<file path="src/rtl/framebuffer_write_queue.sv">
// framebuffer_write_queue
//   Buffers single-cycle framebuffer write strobes in a small FIFO and drains
//   them to the framebuffer RAM write port under a ready/valid handshake.
//   Writes to addresses >= FB_SIZE are discarded. Writes that arrive while the
//   FIFO is full with no pop are dropped. Both kinds of drop are counted.
//
//   Optional build macro: FRAMEBUFFER_WRITE_COALESCE_EN
//     When defined, a write to the same address as the tail entry overwrites
//     the tail's data instead of pushing a new entry.
//
// Ports
//   vga_clock        clock for all logic
//   reset            synchronous, active-high reset
//   write_signal     write strobe (one request per high cycle)
//   write_address    target framebuffer address
//   write_data       colour value
//   mem_write_enable head entry valid toward memory (registered)
//   mem_address      head entry address (registered, holds when empty)
//   mem_data         head entry data (registered, holds when empty)
//   mem_ready        memory accepts the head entry this cycle
//   fifo_count       occupied entries, 0..depth
//   overflow         sticky: a write was dropped because the FIFO was full
//   overflow_clear   clears overflow and drop_count
//   drop_count       saturating count of dropped writes
module framebuffer_write_queue #(
  parameter int ADDR_WIDTH = 19,
  parameter int DATA_WIDTH = 8,
  parameter int DEPTH_LOG2 = 4,
  parameter int FB_SIZE    = 307200
) (
  input  logic                  vga_clock,
  input  logic                  reset,
  input  logic                  write_signal,
  input  logic [ADDR_WIDTH-1:0] write_address,
  input  logic [DATA_WIDTH-1:0] write_data,
  output logic                  mem_write_enable,
  output logic [ADDR_WIDTH-1:0] mem_address,
  output logic [DATA_WIDTH-1:0] mem_data,
  input  logic                  mem_ready,
  output logic [DEPTH_LOG2:0]   fifo_count,
  output logic                  overflow,
  input  logic                  overflow_clear,
  output logic [15:0]           drop_count
);

  localparam int unsigned           DEPTH    = 1 << DEPTH_LOG2;
  localparam logic [DEPTH_LOG2:0]   FULL_CNT = (DEPTH_LOG2+1)'(DEPTH);
  localparam logic [DEPTH_LOG2:0]   ONE_CNT  = (DEPTH_LOG2+1)'(1);
  localparam logic [ADDR_WIDTH-1:0] FB_LIMIT = ADDR_WIDTH'(FB_SIZE);

  typedef logic [DEPTH_LOG2-1:0] ptr_t;

  logic [ADDR_WIDTH-1:0] addr_mem_q [DEPTH];
  logic [DATA_WIDTH-1:0] data_mem_q [DEPTH];

  ptr_t                  wr_ptr_q, wr_ptr_d;
  ptr_t                  rd_ptr_q, rd_ptr_d;
  logic [DEPTH_LOG2:0]   count_q, count_d;
  logic                  we_q, we_d;
  logic [ADDR_WIDTH-1:0] addr_q, addr_d;
  logic [DATA_WIDTH-1:0] data_q, data_d;
  logic                  ovf_q, ovf_d;
  logic [15:0]           drop_q, drop_d;

  logic in_range, valid, pop, push, coalesce, store, drop_full, drop_any;
  ptr_t tail_idx, store_idx;

  always_comb begin
    in_range = write_address < FB_LIMIT;
    valid    = write_signal && in_range;
    pop      = we_q && mem_ready;
    tail_idx = wr_ptr_q - 1'b1;

`ifdef FRAMEBUFFER_WRITE_COALESCE_EN
    // The tail may only be rewritten if it is not leaving as the head now.
    coalesce = valid && (count_q != '0) && (addr_mem_q[tail_idx] == write_address)
               && !(pop && (count_q == ONE_CNT));
`else
    coalesce = 1'b0;
`endif

    push      = valid && !coalesce && ((count_q != FULL_CNT) || pop);
    drop_full = valid && !coalesce && !push;
    drop_any  = drop_full || (write_signal && !in_range);
    store     = push || coalesce;
    store_idx = coalesce ? tail_idx : wr_ptr_q;

    wr_ptr_d = push ? ptr_t'(wr_ptr_q + 1'b1) : wr_ptr_q;
    rd_ptr_d = pop  ? ptr_t'(rd_ptr_q + 1'b1) : rd_ptr_q;

    count_d = count_q;
    if (push && !pop)      count_d = count_q + 1'b1;
    else if (pop && !push) count_d = count_q - 1'b1;

    // Outputs are registered, so they present the head as it will be after
    // this edge; bypass the storage when that head is being written now.
    we_d   = (count_d != '0);
    addr_d = addr_q;
    data_d = data_q;
    if (we_d) begin
      if (store && (store_idx == rd_ptr_d)) begin
        addr_d = write_address;
        data_d = write_data;
      end else begin
        addr_d = addr_mem_q[rd_ptr_d];
        data_d = data_mem_q[rd_ptr_d];
      end
    end

    if (overflow_clear) begin
      ovf_d  = 1'b0;
      drop_d = '0;
    end else begin
      ovf_d  = ovf_q | drop_full;
      drop_d = (drop_any && (drop_q != '1)) ? drop_q + 16'd1 : drop_q;
    end
  end

  always_ff @(posedge vga_clock) begin
    if (reset) begin
      wr_ptr_q <= '0;
      rd_ptr_q <= '0;
      count_q  <= '0;
      we_q     <= 1'b0;
      addr_q   <= '0;
      data_q   <= '0;
      ovf_q    <= 1'b0;
      drop_q   <= '0;
    end else begin
      wr_ptr_q <= wr_ptr_d;
      rd_ptr_q <= rd_ptr_d;
      count_q  <= count_d;
      we_q     <= we_d;
      addr_q   <= addr_d;
      data_q   <= data_d;
      ovf_q    <= ovf_d;
      drop_q   <= drop_d;
    end
  end

  // Entry storage is not reset; occupancy alone decides what is valid.
  always_ff @(posedge vga_clock) begin
    if (store) begin
      addr_mem_q[store_idx] <= write_address;
      data_mem_q[store_idx] <= write_data;
    end
  end

  assign mem_write_enable = we_q;
  assign mem_address      = addr_q;
  assign mem_data         = data_q;
  assign fifo_count       = count_q;
  assign overflow         = ovf_q;
  assign drop_count       = drop_q;

endmodule

</file>
<file path="config.mk">
export PLATFORM = sky130hd
export DESIGN_NAME = framebuffer_write_queue
export DESIGN_NICKNAME = d
export VERILOG_FILES = /design/src/rtl/framebuffer_write_queue.sv
export SDC_FILE = /design/constraint.sdc
export NUM_CORES = 1
export LEC_CHECK = 0
export CORE_MARGIN = 2
export CORE_UTILIZATION = 25
export CTS_BUF_LIST = sky130_fd_sc_hd__clkbuf_4 sky130_fd_sc_hd__clkbuf_8
export DETAILED_ROUTE_END_ITERATION = 10
export HOLD_SLACK_MARGIN = 0.15
export PLACE_DENSITY = 0.49
export SYNTH_ARGS = -nofsm -noshare
export SYNTH_HDL_FRONTEND = slang
export SYNTH_SLANG_ARGS = --single-unit
</file>
<file path="constraint.sdc">
create_clock -name vga_clock -period 7.76 [get_ports vga_clock]
set_input_delay 0.776 -clock vga_clock [delete_from_list [all_inputs] [get_ports vga_clock]]
set_output_delay 0.776 -clock vga_clock [all_outputs]
set_load 0.01 [all_outputs]
</file>
# == After elaboration in Yosys (flattened, before gate mapping) ==
# Memory sizes are Yosys's and may differ from the RTL's. A register that Yosys moved wholly into a read port is not among the register bits.
# Cells that the tools add are included.
# classes
n_addsub,5
order_cmp,1
eq_ne,2
muxes,5
bitwise,1
reduce_logical,15
# op_table
cell,count
19-bit < comparator (second input constant),1
16-bit by 1-bit adder with 16-bit output (second input constant),1
16-bit != test (second input constant),1
5-bit 2-to-1 mux,2
4-bit by 1-bit adder with 4-bit output (second input constant),2
1-bit logical AND,8
5-bit by 1-bit adder with 5-bit output (second input constant),1
5-bit != test (second input constant),1
5-bit nonzero test,1
5-bit by 1-bit subtractor with 5-bit output (second input constant),1
4-bit 2-to-1 mux,1
1-bit zero test,3
1-bit logical OR,2
1-bit 2-to-1 mux,2
2-bit OR reduction,1
1-bit OR,1
# totals
reg_bits,31
mem_bits_rw,432
input_bits,32
output_inout_bits,50
elab_cells,37
mem_count,2
# mem_list
memory,depth,word_bits,read_ports,rd_ports_with_merged_regs,write_ports,line,text
addr_mem_q,16,19,1,1,1,53,logic [ADDR_WIDTH-1:0] addr_mem_q [DEPTH];
data_mem_q,16,8,1,1,1,54,logic [DATA_WIDTH-1:0] data_mem_q [DEPTH];

# == Logic depth before layout (Yosys ltp) ==
# Gate-level depths: netlist of run 1.
# logic_depth
ltp_word,8
mapped_depth,11
ltp_nobuf,9

# == Worst setup path before layout of run 1 ==
# OpenSTA, ideal clock, no wires.
# synth_timing
path_kind,input-to-reg
start,input write_address[12]
end,memory addr_mem_q[3][0] (enable)
setup_ps,445
arrival_ps,3674
required_ps,7315
path_slack_ps,3642
stages,6
path_buffers,1
cell_sequence,a21oi_2 -> o211ai_2 -> buf_4 -> nor2_1 -> nand2_1 -> nor3_1
# synth_between
elab_chain_cells,5
# synth_rtl
element,line,text
from (decl),34,"input logic [ADDR_WIDTH-1:0] write_address,"
19-bit < comparator,69,in_range = write_address < FB_LIMIT;
1-bit logical AND,70,valid = write_signal && in_range;
1-bit logical AND,82,push = valid && !coalesce && ((count_q != FULL_CNT) || pop);
1-bit 2-to-1 mux,143,if (store) begin
1-bit 2-to-1 mux (implied by the code),144,addr_mem_q[store_idx] <= write_address;
to (decl),53,
# No other way between the ends.

# == Worst setup path in the final report of run 1 ==
# layout_timing
start,input write_address[14]
end,memory data_mem_q[15][0] (enable)
# layout_between
elab_chain_cells,5
# layout_rtl
element,line,text
19-bit < comparator,69,
1-bit logical AND,70,
1-bit logical AND,82,
1-bit 2-to-1 mux,143,
1-bit 2-to-1 mux (implied by the code),145,data_mem_q[store_idx] <= write_data;
to (decl),54,
# No other way between the ends.

==> impl_metrics.yaml, run 1 <==
floorplan:
  ios: 82
  die-height_um: 285
  start_util: 0.252
  coreArea_um2: 78600
  dieArea_um2: 81400
  rows: 103
  die_w_um: 285
logic_synthesis:
  async_reset_ff_frac: 0
  synth_nets: 1214
  synthFlopType: "edfxtp_1"
  ys_ff_latch: 490
  synth_edf_count: 432
  syn-mean-instance-area_um2: 16.9
  netlist_area_um2: 19800
  synth_cell_types: 47
  yosys_warnings: 0
  syn_inst: 1173
  yosysSeqAreaShare: 0.714
timing:
  final.period_utilization: 0.506
  fin_worst_skew_ns: 0.0372
  max_slew_margin: 0.163
  drv_slew: 0
  layout_min_cycle_time_ns: 3.93
  final_hold_viol_count: 0
  layout_setup_ws_ns: 3.83
  setup_violations: 0
  worstMarginPinSlew_ns: 1.25
  finalSetupTns_ns: 0
  rsz0062_at_grt: "false"
  max_freq_mhz: 254
global_routing:
  overflow: 0
  grt_pass1_wl_um: 72300
  grt_pass1_vias: 11191
  antenna_found_initial: 1
  grt_max_degree: 110
  grt_use_total: 0.118
critical_path:
  path_delay_family: "simple AND/OR/NAND/NOR gates"
  slowest_delay_ns: 0.93
  criticalPathCategory: "in2reg"
  cp_data_required_time_ns: 8.02
  path_max_fanout: 27
  crit_path_end_kind: "flop"
  crit_buf_inv: 1
  crit_chain: "clkdlybuf4s50_1, a21oi_2, o211ai_2, nor2_1, nand2_1, nor2_4"
  crit_arrival_ns: 4.19
  cp-start-kind: "primary input"
  slowest_stage: "nor2_4"
status:
  status: "completed"
route:
  drtIter0Drc: 716
  vias: 10629
  drc: 0
  firstDrtPassIters: 5
  wl_per_cell_um: 19.8
  vias_per_cell: 4.40
  ant_nets: 0
  wl_um: 47900
final_layout:
  area_growth_pct: 19.1
  final_net_count: 1339
  final_cells: 2417
  layout-drive-gt1-share: 0.217
  utilization: 0.300
  fillers: 7815
cts:
  cts-root-buf: "clkbuf_8"
  cts_hold_buf: 0
  cts.path.max_buffers: 3
  cts_repair_resize_count: 0
  cts_tree: "done"
  cts_max_level: 3
  cts_setup_buffers: 0
  numCtsBuffers: 85
  clk_pin_slew_ns: 0.05
  clk_latency_ns: 0.69
  clkSinkCount: 490
place:
  gp_congestion: 0.716
  dp_slack_ns: 3.12
  hpwl_um: 26500
  place_inst: 2261
  portBuffers: 81
run:
  drv_cap: 0
pwr:
  ir_drop_mv: 0.317
  leakage_uw: 0.00788
  powerDensity_nw_per_um2: 296
worst_hold_path:
  hold_class: "reg2reg"
registers in the layout (all words and copies together) (netlist names):
register / cells
store_idx: 4
mem_write_enable: 1
rd_ptr_q: 4
fifo_count: 5
drop_count: 16
data_mem_q: 128
addr_mem_q: 304
mem_data: 8
overflow: 1
mem_address: 19
tightest hold or removal path, delay by kind of cell (launching register included):
family / cells / cell delay (ns)
AO/OA/AOI/OAI: 1 / 0.04
flip-flops: 1 / 0.33
AND/OR/NAND/NOR: 1 / 0.07
per-layer routing:
layer,vias up,part of all wire,routed length [µm],GRT usage
met1,5426,0.46,22200,0.161
met4,2,0.020,937,0.0343
li1,4870,-,-,-
met5,-,0.00027,13,0
met3,78,0.049,2370,0.0287
met2,253,0.47,22400,0.187
worst paths after layout:
check | from | to | slack, ns | depth (start not counted)
max reg2reg | rd_ptr_q[0] | mem_address[0] | 4.04 | 8
min | overflow | overflow | 0.48 | 2
max | write_address[14] | data_mem_q[15][0] | 3.83 | 6
min reg2reg | overflow | overflow | 0.48 | 2
placed cells by master (no fill, tap or decap), drive strengths merged, types with 14 or more instances in the layout:
cell type        n
a311oi          27
buf             26
clkbuf         117
clkdlybuf4s50   80
clkinv          29
dfxtp           58
edfxtp         432
inv             14
mux2            53
mux2i          116
mux4            54
nand2           97
nand3           37
nor2            66
nor3            15
o211ai          54
xnor2           18
cell type report:
type / count / area [µm²] / share of cell area
clock buffer: 117 / 1430 / 0.0606
inverter: 8 / 30.0 / 0.00127
clock inverter: 38 / 284 / 0.0121
tap: 1050 / 1310 / 0.0558
timing repair buffer: 106 / 1010 / 0.0427
multi-input combinational: 607 / 5370 / 0.228
antenna: 1 / 2.50 / 0.000106
sequential: 490 / 14100 / 0.600
stage by stage:
step | hold slack, ns | power, µW | area, µm²
floorplan | 0.502 | 4250 | 19800
global placement | 0.454 | 4680 | 21800
detailed placement | 0.464 | 4690 | 21800
CTS | 0.483 | 7090 | 23600
global route | 0.521 | 7320 | 23600
finish | 0.479 | 6970 | 23600
cell families (layout without fill, tap and decap cells):
kind of cell / Yosys count / after routing / synth area share
other: 0 / 1 / 0
flip-flops: 490 / 490 / 0.714
XOR/XNOR: 27 / 27 / 0.0129
multiplexers: 223 / 223 / 0.150
AND/OR/NAND/NOR: 248 / 248 / 0.0555
buffers and inverters: 76 / 269 / 0.0226
adder cells (fa/ha/maj): 9 / 9 / 0.00569
AO/OA/AOI/OAI: 100 / 100 / 0.0385
cells in the mapped netlist, types with 2 or more instances:
cell      count  area share
nor3_1       15      0.0038
nand4_1       6      0.0019
mux2_2       53       0.030
and4_1        3      0.0013
nor2b_1       6      0.0019
and3_1        2     0.00063
buf_1         3     0.00057
a21oi_1       6      0.0015
or4_1         2     0.00076
nand3_1      37      0.0094
clkbuf_1     37      0.0070
nor2_1       65       0.012
nand2_1      97       0.018
o21ai_0       5      0.0013
dfxtp_1      58       0.059
a311oi_1     27       0.012
o211ai_1     53       0.020
nor4_1        3     0.00095
buf_4         6      0.0023
buf_2        10      0.0025
edfxtp_1    432        0.66
inv_1         8      0.0015
xor2_1        9      0.0040
buf_8        10      0.0076
nand2b_1      2     0.00063
mux4_2       54       0.061
or3_1         4      0.0013
mux2i_1     116       0.059
buf_6         2      0.0011
xnor2_1      17      0.0075
ha_1          9      0.0057
power by group:
group | total (µW) | switching [µW] | internal [µW]
sequential | 3040 | 71.6 | 2970
combinational | 1560 | 841 | 722
clock | 2370 | 1090 | 1280
total | 6970 | 2000 | 4970
(Power assumes the default switching activity.)
==> run 2, diff against run 1 <==
PLACE_DENSITY = 0.5   (was 0.49)
clock period = 3.5 ns   (was 7.76 ns; I/O delays follow)
==> run 2 against run 1 <==
  * Count of clock-buffer cells in the layout up 9
  * Non-clock buffer count up 29
  * Critical endpoint is now mem_address[15]
  * Highest routed layer unchanged
  * Core utilization up 0.78 points
  * Flip-flop and latch count unchanged
  * Largest power group unchanged
  * Register-to-register slack worse by 3.3 ns
  * Global-route usage up 0.63 points
==> impl_metrics.yaml, run 2 (synthesis gave the netlist of run 1 again) <==
critical_path:
  r2r_setup_slack_ns: 0.78
  r2r_start: "mem_write_enable"
  criticalPathCategory: "reg2reg"
  cp_data_required_time_ns: 4.02
  rr_worst_depth: 8
  path_max_fanout: 54
  crit_arrival_ns: 3.24
  crit_path_end_kind: "flop"
  cp-start-kind: "flop"
  r2r_end: "mem_address[15]"
worst_hold_path:
  hold_class: "in2reg"
  min_delay_path_depth: 3
  hold_path_startpoint: "reset"
  min_to: "fifo_count[0]"
route:
  drtIter0Drc: 708
  ant_nets: 0
  vias: 10892
  firstDrtPassIters: 5
  vias_per_cell: 4.47
  drc: 0
  wl_um: 50800
  wl_per_cell_um: 20.8
final_layout:
  area_growth_pct: 22.2
  final_cell_mix: "edfxtp_1 (432), mux2i_1 (116), nand2_1 (96), clkbuf_8 (93), clkdlybuf4s50_1 (80)"
  fillers: 7750
  largest_register: "addr_mem_q"
  largest_reg_flops: 304
  final_common_cell: "edfxtp_1"
  final_net_count: 1365
  diodes: 0
  layout-drive-gt1-share: 0.234
  design_area_um2: 24200
cts:
  cts-root-buf: "clkbuf_8"
  clk_latency_ns: 0.67
  cts_hold_buf: 0
  clk_pin_slew_ns: 0.06
  numCtsBuffers: 82
  cts_max_level: 3
  cts_tree: "done"
  cts_repair_resize_count: 0
  clkSinkCount: 490
  cts_setup_buffers: 0
  cts.path.max_buffers: 3
pwr:
  p_sw_frac: 0.282
  p_seq_frac: 0.436
  p_sw_uw: 4370
  powerDensity_nw_per_um2: 642
  leakage_uw: 0.00811
  ir_drop_mv: 0.361
  power_frac_clock: 0.335
  intPower_uw: 11200
  comb_power_share: 0.229
global_routing:
  grt_max_degree: 58
  grt_pass1_wl_um: 74800
  grt_use_total: 0.125
  grt_pass1_vias: 11394
  overflow: 0
  antenna_found_initial: 4
floorplan:
  die-height_um: 285
  rows: 103
  dieArea_um2: 81400
  start_util: 0.252
  ios: 82
  die_w_um: 285
  coreArea_um2: 78600
timing:
  max_freq_mhz: 368
  drv_slew: 0
  fin_worst_skew_ns: 0.0317
  final.period_utilization: 0.777
  layout_min_cycle_time_ns: 2.72
  finalSetupTns_ns: 0
  holdWs_ns: 0.324
  layout_setup_ws_ns: 0.779
  setup_violations: 0
  max_slew_margin: 0.540
  final_hold_viol_count: 0
  rsz0062_at_grt: "false"
  worstMarginPinSlew_ns: 0.689
place:
  portBuffers: 81
  placed_area_um2: 22500
  dp_slack_ns: 0.212
  gp_congestion: 0.728
  hpwl_um: 28100
run:
  drv_cap: 0
status:
  status: "completed"
## run 2: layout make-up
type	count	area, µm²	area share
Inverter	8	30.0	0.00124
Multi-Input combinational cell	607	5390	0.223
Sequential cell	490	14100	0.584
Clock buffer	126	1530	0.0632
Timing Repair Buffer	135	1620	0.0672
Tap cell	1050	1310	0.0543
Clock inverter	21	161	0.00667
## run 2: power groups by stage
stage	clock network (µW)	logic, µW	registers (µW)
after global routing	5620	3870	6790
after detailed placement	0	3600	6900
after global placement	0	3580	6900
after floorplan	0	2560	6870
after CTS	5360	3610	6780
final	5200	3560	6770
## run 2: worst max path at each step
stage                     depth (start not counted)               from               end  slack, ns
final                                             8   mem_write_enable   mem_address[15]       0.78
after global routing                              9        rd_ptr_q[0]    mem_address[3]       0.55
after CTS                                         8   mem_write_enable   mem_address[15]       0.76
after detailed placement                          9  write_address[13]       mem_data[1]       0.21
after global placement                           10  write_address[13]       mem_data[3]       0.27
after floorplan                                   7      fifo_count[0]  addr_mem_q[7][0]       0.32
## run 2: routing by layer
metal,GRT usage,wire [µm]
met2,0.195,23400
met1,0.169,23500
met3,0.0336,2760
met5,0,46
met4,0.0356,1040
## run 2: critical path: stages, from the launching register on
cell and delay [ns]:
dfxtp_1 0.44, and2_1 0.40, xnor2_4 0.23, buf_12 0.41, mux4_2 0.55, nand2_1 0.11
o211ai_1 0.12, nand3_1 0.18, a311oi_1 0.10
## run 2: per-stage QoR
| stage | total power [µW] | utilization | std cells |
|---|---|---|---|
| global route | 16300 | 0.308 | 2437 |
| CTS | 15800 | 0.308 | 2437 |
| global placement | 10500 | 0.286 | 2290 |
| detailed placement | 10500 | 0.286 | 2290 |
| finish | 15500 | 0.308 | 2437 |
| floorplan | 9420 | - | 1173 |
